==> config.mk <==
export PLATFORM = sky130hd
export DESIGN_NAME = spcpu_exec_front_flat
export DESIGN_NICKNAME = d
export VERILOG_FILES = /design/src/rtl/spcpu_exec_front_if.sv /design/src/rtl/spcpu_exec_front.sv /design/src/flat_wrapper.sv
export SDC_FILE = /design/constraint.sdc
export NUM_CORES = 1
export LEC_CHECK = 0
export CORE_MARGIN = 8
export CORE_UTILIZATION = 55
export DETAILED_ROUTE_END_ITERATION = 8
export MAX_ROUTING_LAYER = met4
export PLACE_DENSITY = 0.84
export SKIP_CTS_REPAIR_TIMING = 1
export SLEW_MARGIN = 20
export SYNTH_ARGS = -nofsm -noshare
export SYNTH_HDL_FRONTEND = slang
export SYNTH_SLANG_ARGS = --single-unit
==> constraint.sdc <==
create_clock -name clk -period 8.75 [get_ports clk]
set_input_delay 2.1875 -clock clk [delete_from_list [all_inputs] [get_ports clk]]
set_output_delay 2.1875 -clock clk [all_outputs]
set_load 0.01 [all_outputs]
==> src/rtl/spcpu_exec_front_if.sv <==
// Bus between the CPU control FSM and the execute front end: the instruction
// and ALU operands going in, and the decoded fields and ALU result coming back.
interface spcpu_exec_front_if;
  logic [15:0] instr_hi;
  logic [3:0]  alu_oper;
  logic [7:0]  a_in_hi;
  logic [7:0]  a_in_lo;
  logic [7:0]  b_in;
  logic [3:0]  proc_flags_in;

  logic [2:0]  group_out;
  logic        instr_is_32_bit;
  logic [2:0]  ig1_opcode;
  logic [3:0]  ig1_ra_index;
  logic [7:0]  ig1_imm_value_8;
  logic        ig1_ra_index_is_for_pair;
  logic [7:0]  out_hi;
  logic [7:0]  out_lo;
  logic [3:0]  proc_flags_out;

  // Control FSM side: supplies instruction/operands, consumes results.
  modport master (
    output instr_hi, alu_oper, a_in_hi, a_in_lo, b_in, proc_flags_in,
    input  group_out, instr_is_32_bit, ig1_opcode, ig1_ra_index,
           ig1_imm_value_8, ig1_ra_index_is_for_pair, out_hi, out_lo,
           proc_flags_out
  );

  // Execute front end side.
  modport slave (
    input  instr_hi, alu_oper, a_in_hi, a_in_lo, b_in, proc_flags_in,
    output group_out, instr_is_32_bit, ig1_opcode, ig1_ra_index,
           ig1_imm_value_8, ig1_ra_index_is_for_pair, out_hi, out_lo,
           proc_flags_out
  );
endinterface

==> src/rtl/spcpu_exec_front.sv <==
// Registered decode + ALU front end of the practice CPU. One result per
// cycle, one cycle of latency; the output registers are the only state.
// Flags are packed {Z,C,V,N} in bits [3:0].
module spcpu_exec_front (
  input  logic               clk,
  input  logic               reset,
  spcpu_exec_front_if.slave  bus
);

  logic [2:0]  grp_d;
  logic        is32_d;
  logic [2:0]  opc_d;
  logic [3:0]  ra_d;
  logic [7:0]  imm_d;
  logic        pair_d;

  logic [7:0]  hi_d;
  logic [7:0]  lo_d;
  logic [3:0]  flags_d;

  logic        c_in;
  logic        v_in;
  logic        c_d;
  logic        v_d;
  logic        wide;
  logic [7:0]  res8;
  logic [15:0] res16;
  logic [8:0]  sum9;
  logic [16:0] sum17;
  logic [15:0] pair_a;
  logic [15:0] b_ext;

  // Instruction group classification and group-1 field extraction.
  always_comb begin
    grp_d  = 3'd0;
    opc_d  = 3'd0;
    ra_d   = 4'd0;
    imm_d  = 8'd0;
    pair_d = 1'b0;
    casez (bus.instr_hi[15:12])
      4'b0???: grp_d = 3'd1;
      4'b100?: grp_d = 3'd2;
      4'b101?: grp_d = 3'd3;
      4'b110?: grp_d = 3'd4;
      4'b1110: grp_d = 3'd5;
      default: grp_d = 3'd0;
    endcase
    if (grp_d == 3'd1) begin
      opc_d = bus.instr_hi[14:12];
      ra_d  = bus.instr_hi[11:8];
      imm_d = bus.instr_hi[7:0];
      // addpi targets a register pair, always named by its even register.
      if (opc_d == 3'd6) begin
        pair_d  = 1'b1;
        ra_d[0] = 1'b0;
      end
    end
    is32_d = (grp_d == 3'd5);
  end

  // ALU: 8-bit ops on a_in_lo/b_in with a_in_hi passed through, plus the two
  // 16-bit pair ops. Carry on subtracts is a borrow, taken from the 9th/17th bit.
  always_comb begin
    c_in   = bus.proc_flags_in[2];
    v_in   = bus.proc_flags_in[1];
    c_d    = c_in;
    v_d    = v_in;
    wide   = 1'b0;
    res8   = 8'd0;
    res16  = 16'd0;
    sum9   = 9'd0;
    sum17  = 17'd0;
    pair_a = {bus.a_in_hi, bus.a_in_lo};
    b_ext  = {{8{bus.b_in[7]}}, bus.b_in};
    hi_d   = bus.a_in_hi;
    lo_d   = 8'd0;
    case (bus.alu_oper)
      4'd0, 4'd1: begin
        sum9 = {1'b0, bus.a_in_lo} + {1'b0, bus.b_in}
             + {8'd0, (bus.alu_oper == 4'd1) & c_in};
        res8 = sum9[7:0];
        c_d  = sum9[8];
        v_d  = (bus.a_in_lo[7] == bus.b_in[7]) && (res8[7] != bus.a_in_lo[7]);
      end
      4'd2, 4'd3, 4'd4: begin
        sum9 = {1'b0, bus.a_in_lo} - {1'b0, bus.b_in}
             - {8'd0, (bus.alu_oper == 4'd3) & c_in};
        res8 = sum9[7:0];
        c_d  = sum9[8];
        v_d  = (bus.a_in_lo[7] != bus.b_in[7]) && (res8[7] != bus.a_in_lo[7]);
      end
      4'd5:  res8 = bus.a_in_lo & bus.b_in;
      4'd6:  res8 = bus.a_in_lo | bus.b_in;
      4'd7:  res8 = bus.a_in_lo ^ bus.b_in;
      4'd8:  begin res8 = {bus.a_in_lo[6:0], 1'b0};           c_d = bus.a_in_lo[7]; end
      4'd9:  begin res8 = {1'b0, bus.a_in_lo[7:1]};           c_d = bus.a_in_lo[0]; end
      4'd10: begin res8 = {bus.a_in_lo[7], bus.a_in_lo[7:1]}; c_d = bus.a_in_lo[0]; end
      4'd11: begin res8 = {bus.a_in_lo[6:0], c_in};           c_d = bus.a_in_lo[7]; end
      4'd12: begin res8 = {c_in, bus.a_in_lo[7:1]};           c_d = bus.a_in_lo[0]; end
      4'd13: res8 = bus.b_in;
      4'd14: begin
        wide  = 1'b1;
        sum17 = {1'b0, pair_a} + {1'b0, b_ext};
        res16 = sum17[15:0];
        c_d   = sum17[16];
        v_d   = (pair_a[15] == b_ext[15]) && (res16[15] != pair_a[15]);
      end
      default: begin
        wide  = 1'b1;
        sum17 = {1'b0, pair_a} - {1'b0, b_ext};
        res16 = sum17[15:0];
        c_d   = sum17[16];
        v_d   = (pair_a[15] != b_ext[15]) && (res16[15] != pair_a[15]);
      end
    endcase
    if (wide) begin
      hi_d    = res16[15:8];
      lo_d    = res16[7:0];
      flags_d = {(res16 == 16'd0), c_d, v_d, res16[15]};
    end else begin
      // cmp keeps operand A on the output; its flags still come from a-b.
      lo_d    = (bus.alu_oper == 4'd4) ? bus.a_in_lo : res8;
      flags_d = {(res8 == 8'd0), c_d, v_d, res8[7]};
    end
  end

  // Output registers; reset clears everything regardless of inputs.
  always_ff @(posedge clk) begin
    if (reset) begin
      bus.group_out                <= 3'd0;
      bus.instr_is_32_bit          <= 1'b0;
      bus.ig1_opcode               <= 3'd0;
      bus.ig1_ra_index             <= 4'd0;
      bus.ig1_imm_value_8          <= 8'd0;
      bus.ig1_ra_index_is_for_pair <= 1'b0;
      bus.out_hi                   <= 8'd0;
      bus.out_lo                   <= 8'd0;
      bus.proc_flags_out           <= 4'd0;
    end else begin
      bus.group_out                <= grp_d;
      bus.instr_is_32_bit          <= is32_d;
      bus.ig1_opcode               <= opc_d;
      bus.ig1_ra_index             <= ra_d;
      bus.ig1_imm_value_8          <= imm_d;
      bus.ig1_ra_index_is_for_pair <= pair_d;
      bus.out_hi                   <= hi_d;
      bus.out_lo                   <= lo_d;
      bus.proc_flags_out           <= flags_d;
    end
  end

endmodule

==> src/flat_wrapper.sv <==
// flat-port wrapper written by rule: the top's interface ports become plain ports
module spcpu_exec_front_flat 
  (clk, reset, bus_instr_hi, bus_alu_oper, bus_a_in_hi, bus_a_in_lo, bus_b_in, bus_proc_flags_in, bus_group_out, bus_instr_is_32_bit, bus_ig1_opcode, bus_ig1_ra_index, bus_ig1_imm_value_8, bus_ig1_ra_index_is_for_pair, bus_out_hi, bus_out_lo, bus_proc_flags_out);
  spcpu_exec_front_if bus_i ();
  input  logic clk;
  input  logic reset;
  input wire logic [$bits(bus_i.instr_hi)-1:0] bus_instr_hi;
  input wire logic [$bits(bus_i.alu_oper)-1:0] bus_alu_oper;
  input wire logic [$bits(bus_i.a_in_hi)-1:0] bus_a_in_hi;
  input wire logic [$bits(bus_i.a_in_lo)-1:0] bus_a_in_lo;
  input wire logic [$bits(bus_i.b_in)-1:0] bus_b_in;
  input wire logic [$bits(bus_i.proc_flags_in)-1:0] bus_proc_flags_in;
  output wire logic [$bits(bus_i.group_out)-1:0] bus_group_out;
  output wire logic [$bits(bus_i.instr_is_32_bit)-1:0] bus_instr_is_32_bit;
  output wire logic [$bits(bus_i.ig1_opcode)-1:0] bus_ig1_opcode;
  output wire logic [$bits(bus_i.ig1_ra_index)-1:0] bus_ig1_ra_index;
  output wire logic [$bits(bus_i.ig1_imm_value_8)-1:0] bus_ig1_imm_value_8;
  output wire logic [$bits(bus_i.ig1_ra_index_is_for_pair)-1:0] bus_ig1_ra_index_is_for_pair;
  output wire logic [$bits(bus_i.out_hi)-1:0] bus_out_hi;
  output wire logic [$bits(bus_i.out_lo)-1:0] bus_out_lo;
  output wire logic [$bits(bus_i.proc_flags_out)-1:0] bus_proc_flags_out;
  assign bus_i.instr_hi = bus_instr_hi;
  assign bus_i.alu_oper = bus_alu_oper;
  assign bus_i.a_in_hi = bus_a_in_hi;
  assign bus_i.a_in_lo = bus_a_in_lo;
  assign bus_i.b_in = bus_b_in;
  assign bus_i.proc_flags_in = bus_proc_flags_in;
  assign bus_group_out = bus_i.group_out;
  assign bus_instr_is_32_bit = bus_i.instr_is_32_bit;
  assign bus_ig1_opcode = bus_i.ig1_opcode;
  assign bus_ig1_ra_index = bus_i.ig1_ra_index;
  assign bus_ig1_imm_value_8 = bus_i.ig1_imm_value_8;
  assign bus_ig1_ra_index_is_for_pair = bus_i.ig1_ra_index_is_for_pair;
  assign bus_out_hi = bus_i.out_hi;
  assign bus_out_lo = bus_i.out_lo;
  assign bus_proc_flags_out = bus_i.proc_flags_out;
  spcpu_exec_front u_core (.clk(clk), .reset(reset), .bus(bus_i));
endmodule
==> results of run 1 <==
## power groups by stage
stage | registers (mW) | logic, mW | clock network (mW)
floorplan | 0.210 | 0.193 | 0
finish | 0.199 | 0.315 | 0.148
detailed placement | 0.203 | 0.305 | 0
CTS | 0.199 | 0.307 | 0.151
global route | 0.200 | 0.340 | 0.157
global placement | 0.202 | 0.300 | 0
## worst paths after layout
path        startpoint                                 endpoint  cells after the start
max    bus_alu_oper[0]  u_core.bus.proc_flags_out[3]$_SDFF_PP0_                     12
min   bus_instr_hi[10]    u_core.bus.ig1_ra_index[2]$_SDFF_PP0_                      2
## placed cells by master (no fill, tap or decap), types with 6 or more instances in the layout
| cell type | count |
|---|---|
| xnor2_1 | 9 |
| mux2_2 | 7 |
| a21oi_1 | 46 |
| nor2_1 | 43 |
| a22oi_1 | 7 |
| fa_1 | 6 |
| a31oi_1 | 7 |
| clkdlybuf4s50_1 | 87 |
| inv_1 | 44 |
| nand2b_1 | 10 |
| a22o_1 | 13 |
| ha_1 | 54 |
| nor3_1 | 13 |
| nor2b_1 | 13 |
| o211ai_1 | 7 |
| and2_1 | 17 |
| nand3_1 | 7 |
| a221oi_1 | 9 |
| mux2i_1 | 9 |
| nand2_1 | 56 |
| o21ai_0 | 36 |
| o21bai_1 | 9 |
| dfxtp_1 | 40 |
## flip-flops by register name (all words and copies together), names as in the netlist
signal and cells:
u_core.bus.ig1_imm_value_8 8, u_core.bus.ig1_ra_index 4, u_core.bus.ig1_opcode 3, u_core.bus.ig1_ra_index_is_for_pair 1, u_core.bus.group_out 3, u_core.bus.out_hi 8
u_core.bus.out_lo 8, u_core.bus.proc_flags_out 4, u_core.bus.instr_is_32_bit 1
## layer usage
layer,routed length (um),share of wire,global-route usage,up-vias
met5,0,0,-,-
met4,348,0.023,0.0961,0
met3,1430,0.093,0.0479,36
met2,6770,0.44,0.405,247
met1,6730,0.44,0.332,2292
li1,-,-,-,2304
## stage by stage
stage          cells  utilization  cell area [um^2]  hold slack (ns)  setup WS [ns]
2_1_floorplan    597            -              4610             2.26           3.26
3_3_place_gp     757        0.666              5440             2.76           2.59
3_5_place_dp     757        0.666              5440             2.76           2.57
4_1_cts          765        0.679              5550             2.45           2.86
5_1_grt          765        0.679              5550             2.47           2.48
6_report         765        0.679              5550             2.46           2.75
## area by class of cell
type / instances / area (um^2) / area share
sequential: 40 / 801 / 0.144
clock buffer: 5 / 68.8 / 0.0124
multi-input combinational: 477 / 3440 / 0.620
timing repair buffer: 91 / 901 / 0.162
clock inverter: 3 / 42.5 / 0.00766
tap: 105 / 131 / 0.0237
inverter: 44 / 165 / 0.0297
## logic make-up after synthesis
logic type                 count (synthesis)  share of synthesized area
and+or+nand+nor                          182                      0.190
buffers and inverters                     80                     0.0798
AOI/OAI and AO/OA                        207                      0.324
muxes                                     16                     0.0366
DFF                                       40                      0.174
adders and majority gates                 60                      0.173
xor gates and xnor gates                  12                     0.0228
==> impl_metrics.py, run 1 <==
metrics = {
    "clock_network": {
        "clk_pin_slew_ns": 0.08,
        "cts_max_level": 2,
        "cts_inserted_buffers": 5,
        "cts_tree": "done",
        "cts_buffer_depth": 2,
        "cts_num_sinks": 40,
        "root_buffer": "clkbuf_8",
    },
    "final_layout": {
        "area_delta_synth_final_pct": 20.4,
        "antenna_cells": 0,
        "drive_gt1_frac": 0.0515,
        "nets": 769,
        "fillers": 710,
    },
    "yosys": {
        "syn-cell-area_um2": 4610,
        "netlist_instances": 597,
        "async_flop_share": 0,
        "syn-num-nets": 707,
        "synth_top_area_share": 0.174,
        "synth.area.top_cells": "dfxtp_1 17%, ha_1 15%, a21oi_1 5.0%, nand2_1 4.6%, o21ai_0 3.9%",
        "yosysMostFrequentCell": "nand2_1",
        "yosys-top-cells-count": "56 x nand2_1, 54 x ha_1, 46 x a21oi_1",
        "postSynthAreaPerCell_um2": 7.73,
        "synth_warnings": 0,
        "synth-seq-cells": 40,
        "synth_edf_count": 0,
        "ys.flop_type": "dfxtp_1",
        "synth_cell_types": 76,
        "seq_area_frac_synth": 0.174,
        "synth_largest_area_cell": "dfxtp_1",
    },
    "worst_setup_path": {
        "critical_path.cell_chain": "clkdlybuf4s50_1 -> buf_4 -> nor2b_1 -> nand2_1 -> fa_1 -> fa_1 -> a221oi_1 -> a2111oi_0 -> a2111oi_0 -> nand4_1 -> nor4_1 -> a41o_1",
        "cp-end-kind": "flop",
        "max_stage_delay_ns": 0.59,
        "cp-start-kind": "input port",
        "crit_arrival_ns": 6.24,
        "crit_buf_inv": 2,
        "slowest_stage": "a2111oi_0",
        "worstPathRequired_ns": 8.99,
        "critPathTopFamily": "simple AND/OR/NAND/NOR gates",
        "critical_path.max_fanout": 34,
        "worst-setup-path-type": "input port to flop",
    },
    "route": {
        "vias": 4879,
        "initialDrtViolationCount": 474,
        "first_pass_iters": 5,
        "drt-total-wl_um": 15300,
        "viasPerCell": 6.38,
        "drc_errors": 0,
        "postRouteAntennaNets": 0,
        "avgRoutedWirePerCell_um": 20.0,
    },
    "placed_design": {
        "hpwl_um": 11700,
        "io_buffers": 87,
        "routabilityCongestion": 0.976,
    },
    "worst_hold_path": {
        "timing.hold.worst.class": "input port to flop",
    },
    "timing": {
        "worstMarginPinSlew_ns": 0.988,
        "rsz0062_at_grt": "no",
        "clock.fmax_ghz": 0.167,
        "maxSlewViolCount": 0,
        "finalSetupViolations": 0,
        "post-route-period-util": 0.686,
        "hold_viol_final": 0,
        "min_period_ns": 6.00,
        "tns_ns": 0,
        "slew-limit-headroom": 0.339,
    },
    "global_routing": {
        "grt_pass1_vias": 4622,
        "grt_max_degree": 39,
        "grt_pass1_wl_um": 23800,
        "grt-ovfl-total": 0,
        "track_usage": 0.262,
        "antenna_found_initial": 0,
    },
    "die": {
        "pin_count": 90,
        "die_area_um2": 11600,
        "die_h_um": 108,
        "row_count": 33,
        "fp.dieW_um": 108,
        "initial_core_util": 0.564,
        "core-area_um2": 8180,
    },
    "power": {
        "combPwrFrac": 0.476,
        "ir_worst_vdd_uv": 66.5,
        "seqPwrFrac": 0.300,
        "p_sw_mw": 0.247,
        "internal_power_mw": 0.415,
        "p_leak_nw": 2.30,
        "p_clk_frac": 0.224,
        "switching_share": 0.373,
        "powerDensity_nw_per_um2": 119,
        "finalPower_mw": 0.661,
    },
    "run": {
        "max_cap_violations": 0,
    },
    "status": {
        "status": "finished clean",
    },
}
No activity file was read; power rests on OpenSTA's default activity.
==> inputs of run 2 (changes only) <==
Settings changed: CORE_UTILIZATION 55 to 54, PLACE_DENSITY 0.84 to 0.83.
Clock period 8.75 ns to 5.6 ns, I/O delays scaled along.
==> impl_metrics.py, run 2 (synthesis results as in run 1) <==
metrics = {
    "worst_setup_path": {
        "crit_arrival_ns": 5.17,
        "worstPathRequired_ns": 5.83,
        "worstSetupStartpoint": "bus_proc_flags_in[2]",
        "cp-end-kind": "flop",
        "worst-setup-path-type": "input port to flop",
        "critical_path.max_fanout": 4,
        "critPathTopFamily": "compound AO/OA/AOI/OAI gates",
        "crit_buf_inv": 2,
        "slowest_stage": "nor4_1",
        "max_stage_delay_ns": 0.54,
        "critical_path.cell_chain": "clkdlybuf4s50_1 -> inv_1 -> nor3_1 -> nand3_1 -> fa_1 -> fa_1 -> o21a_1 -> o21a_1 -> o21ai_0 -> nand2b_1 -> xnor2_1 -> a221oi_1 -> o21ai_0 -> nor4_1 -> a41o_1",
        "cp-start-kind": "input port",
    },
    "clock_network": {
        "cts_tree": "done",
        "clk_pin_slew_ns": 0.08,
        "cts_buffer_depth": 2,
        "cts_max_level": 2,
        "cts_num_sinks": 40,
        "cts_inserted_buffers": 5,
        "root_buffer": "clkbuf_8",
    },
    "route": {
        "vias": 4991,
        "initialDrtViolationCount": 486,
        "drt-total-wl_um": 15400,
        "postRouteAntennaNets": 0,
        "viasPerCell": 6.47,
        "drc_errors": 0,
        "avgRoutedWirePerCell_um": 19.9,
        "first_pass_iters": 7,
    },
    "timing": {
        "slew-limit-headroom": 0.498,
        "maxSlewViolCount": 0,
        "hold_viol_final": 0,
        "rsz0062_at_grt": "no",
        "finalSetupViolations": 0,
        "min_period_ns": 4.94,
        "post-route-period-util": 0.882,
        "tns_ns": 0,
        "clock.fmax_ghz": 0.203,
        "worstMarginPinSlew_ns": 0.751,
    },
    "final_layout": {
        "fillers": 724,
        "nets": 776,
        "reg.largest.list": "u_core.bus.ig1_imm_value_8: 8 flops, u_core.bus.out_hi: 8 flops, u_core.bus.out_lo: 8 flops",
        "antenna_cells": 0,
        "layout_common_cells": "87 x clkdlybuf4s50_1, 56 x nand2_1, 54 x ha_1, 46 x a21oi_1, 44 x inv_1",
        "drive_gt1_frac": 0.0615,
        "instances_no_fill": 772,
        "area_delta_synth_final_pct": 21.0,
        "final_common_cell": "clkdlybuf4s50_1",
    },
    "global_routing": {
        "grt_max_degree": 32,
        "grt-ovfl-total": 0,
        "grt_pass1_wl_um": 24100,
        "antenna_found_initial": 0,
        "grt_pass1_vias": 4739,
        "track_usage": 0.259,
    },
    "die": {
        "row_count": 33,
        "initial_core_util": 0.558,
        "die_h_um": 108,
        "pin_count": 90,
        "core-area_um2": 8260,
        "fp.dieW_um": 108,
        "die_area_um2": 11800,
    },
    "placed_design": {
        "io_buffers": 87,
        "dp.cells": 764,
        "routabilityCongestion": 1.01,
        "hpwl_um": 11900,
    },
    "worst_hold_path": {
        "timing.hold.worst.class": "input port to flop",
        "worst_hold_startpoint": "bus_instr_hi[10]",
    },
    "power": {
        "powerDensity_nw_per_um2": 178,
        "p_leak_nw": 2.33,
        "finalPower_mw": 0.995,
        "ir_worst_vdd_uv": 78.4,
    },
    "status": {
        "status": "finished clean",
    },
    "run": {
        "max_cap_violations": 0,
    },
}
[run 2: changes by cell type in the layout (fill, tap and decap cells not counted)]
cell	previous run	this run
buf_4	4	11
clkinv_4	0	1
clkinv_2	1	2
bufinv_16	1	0
clkinvlp_4	1	0
[run 2: cell type report]
class	count	area, um^2	share of cell area
multi-input cells	477	3440	0.617
clock buffers	5	68.8	0.0123
flip-flops and latches	40	801	0.143
clock inverters	3	18.8	0.00336
repair buffers	98	953	0.171
well taps	105	131	0.0235
inverters	44	165	0.0296
[run 2: worst paths after layout]
check	cells after the start	to
max	15	u_core.bus.proc_flags_out[3]$_SDFF_PP0_
min	2	u_core.bus.ig1_ra_index[2]$_SDFF_PP0_
[run 2: metal layers]
| layer | track usage | share of wire | vias up |
|---|---|---|---|
| met5 | - | 0 | - |
| met4 | 0.111 | 0.029 | 0 |
| met3 | 0.0405 | 0.12 | 42 |
| met2 | 0.392 | 0.44 | 309 |
| met1 | 0.333 | 0.41 | 2322 |
| li1 | - | - | 2318 |
[run 2: through the flow]
step / cell area, um^2 / worst slack, ns / hold WS, ns / utilization
finish: 5580 / 0.664 / 1.67 / 0.676
floorplan: 4610 / 0.901 / 1.47 / -
detailed placement: 5490 / 0.431 / 1.97 / 0.665
global placement: 5490 / 0.512 / 1.97 / 0.665
global route: 5580 / 0.305 / 1.68 / 0.676
CTS: 5580 / 0.723 / 1.66 / 0.676
[run 2: where the power goes]
group	total [mW]	internal, mW	switching (mW)
clock	0.187	0.0868	0.100
combinational	0.498	0.215	0.283
sequential	0.310	0.305	0.00508
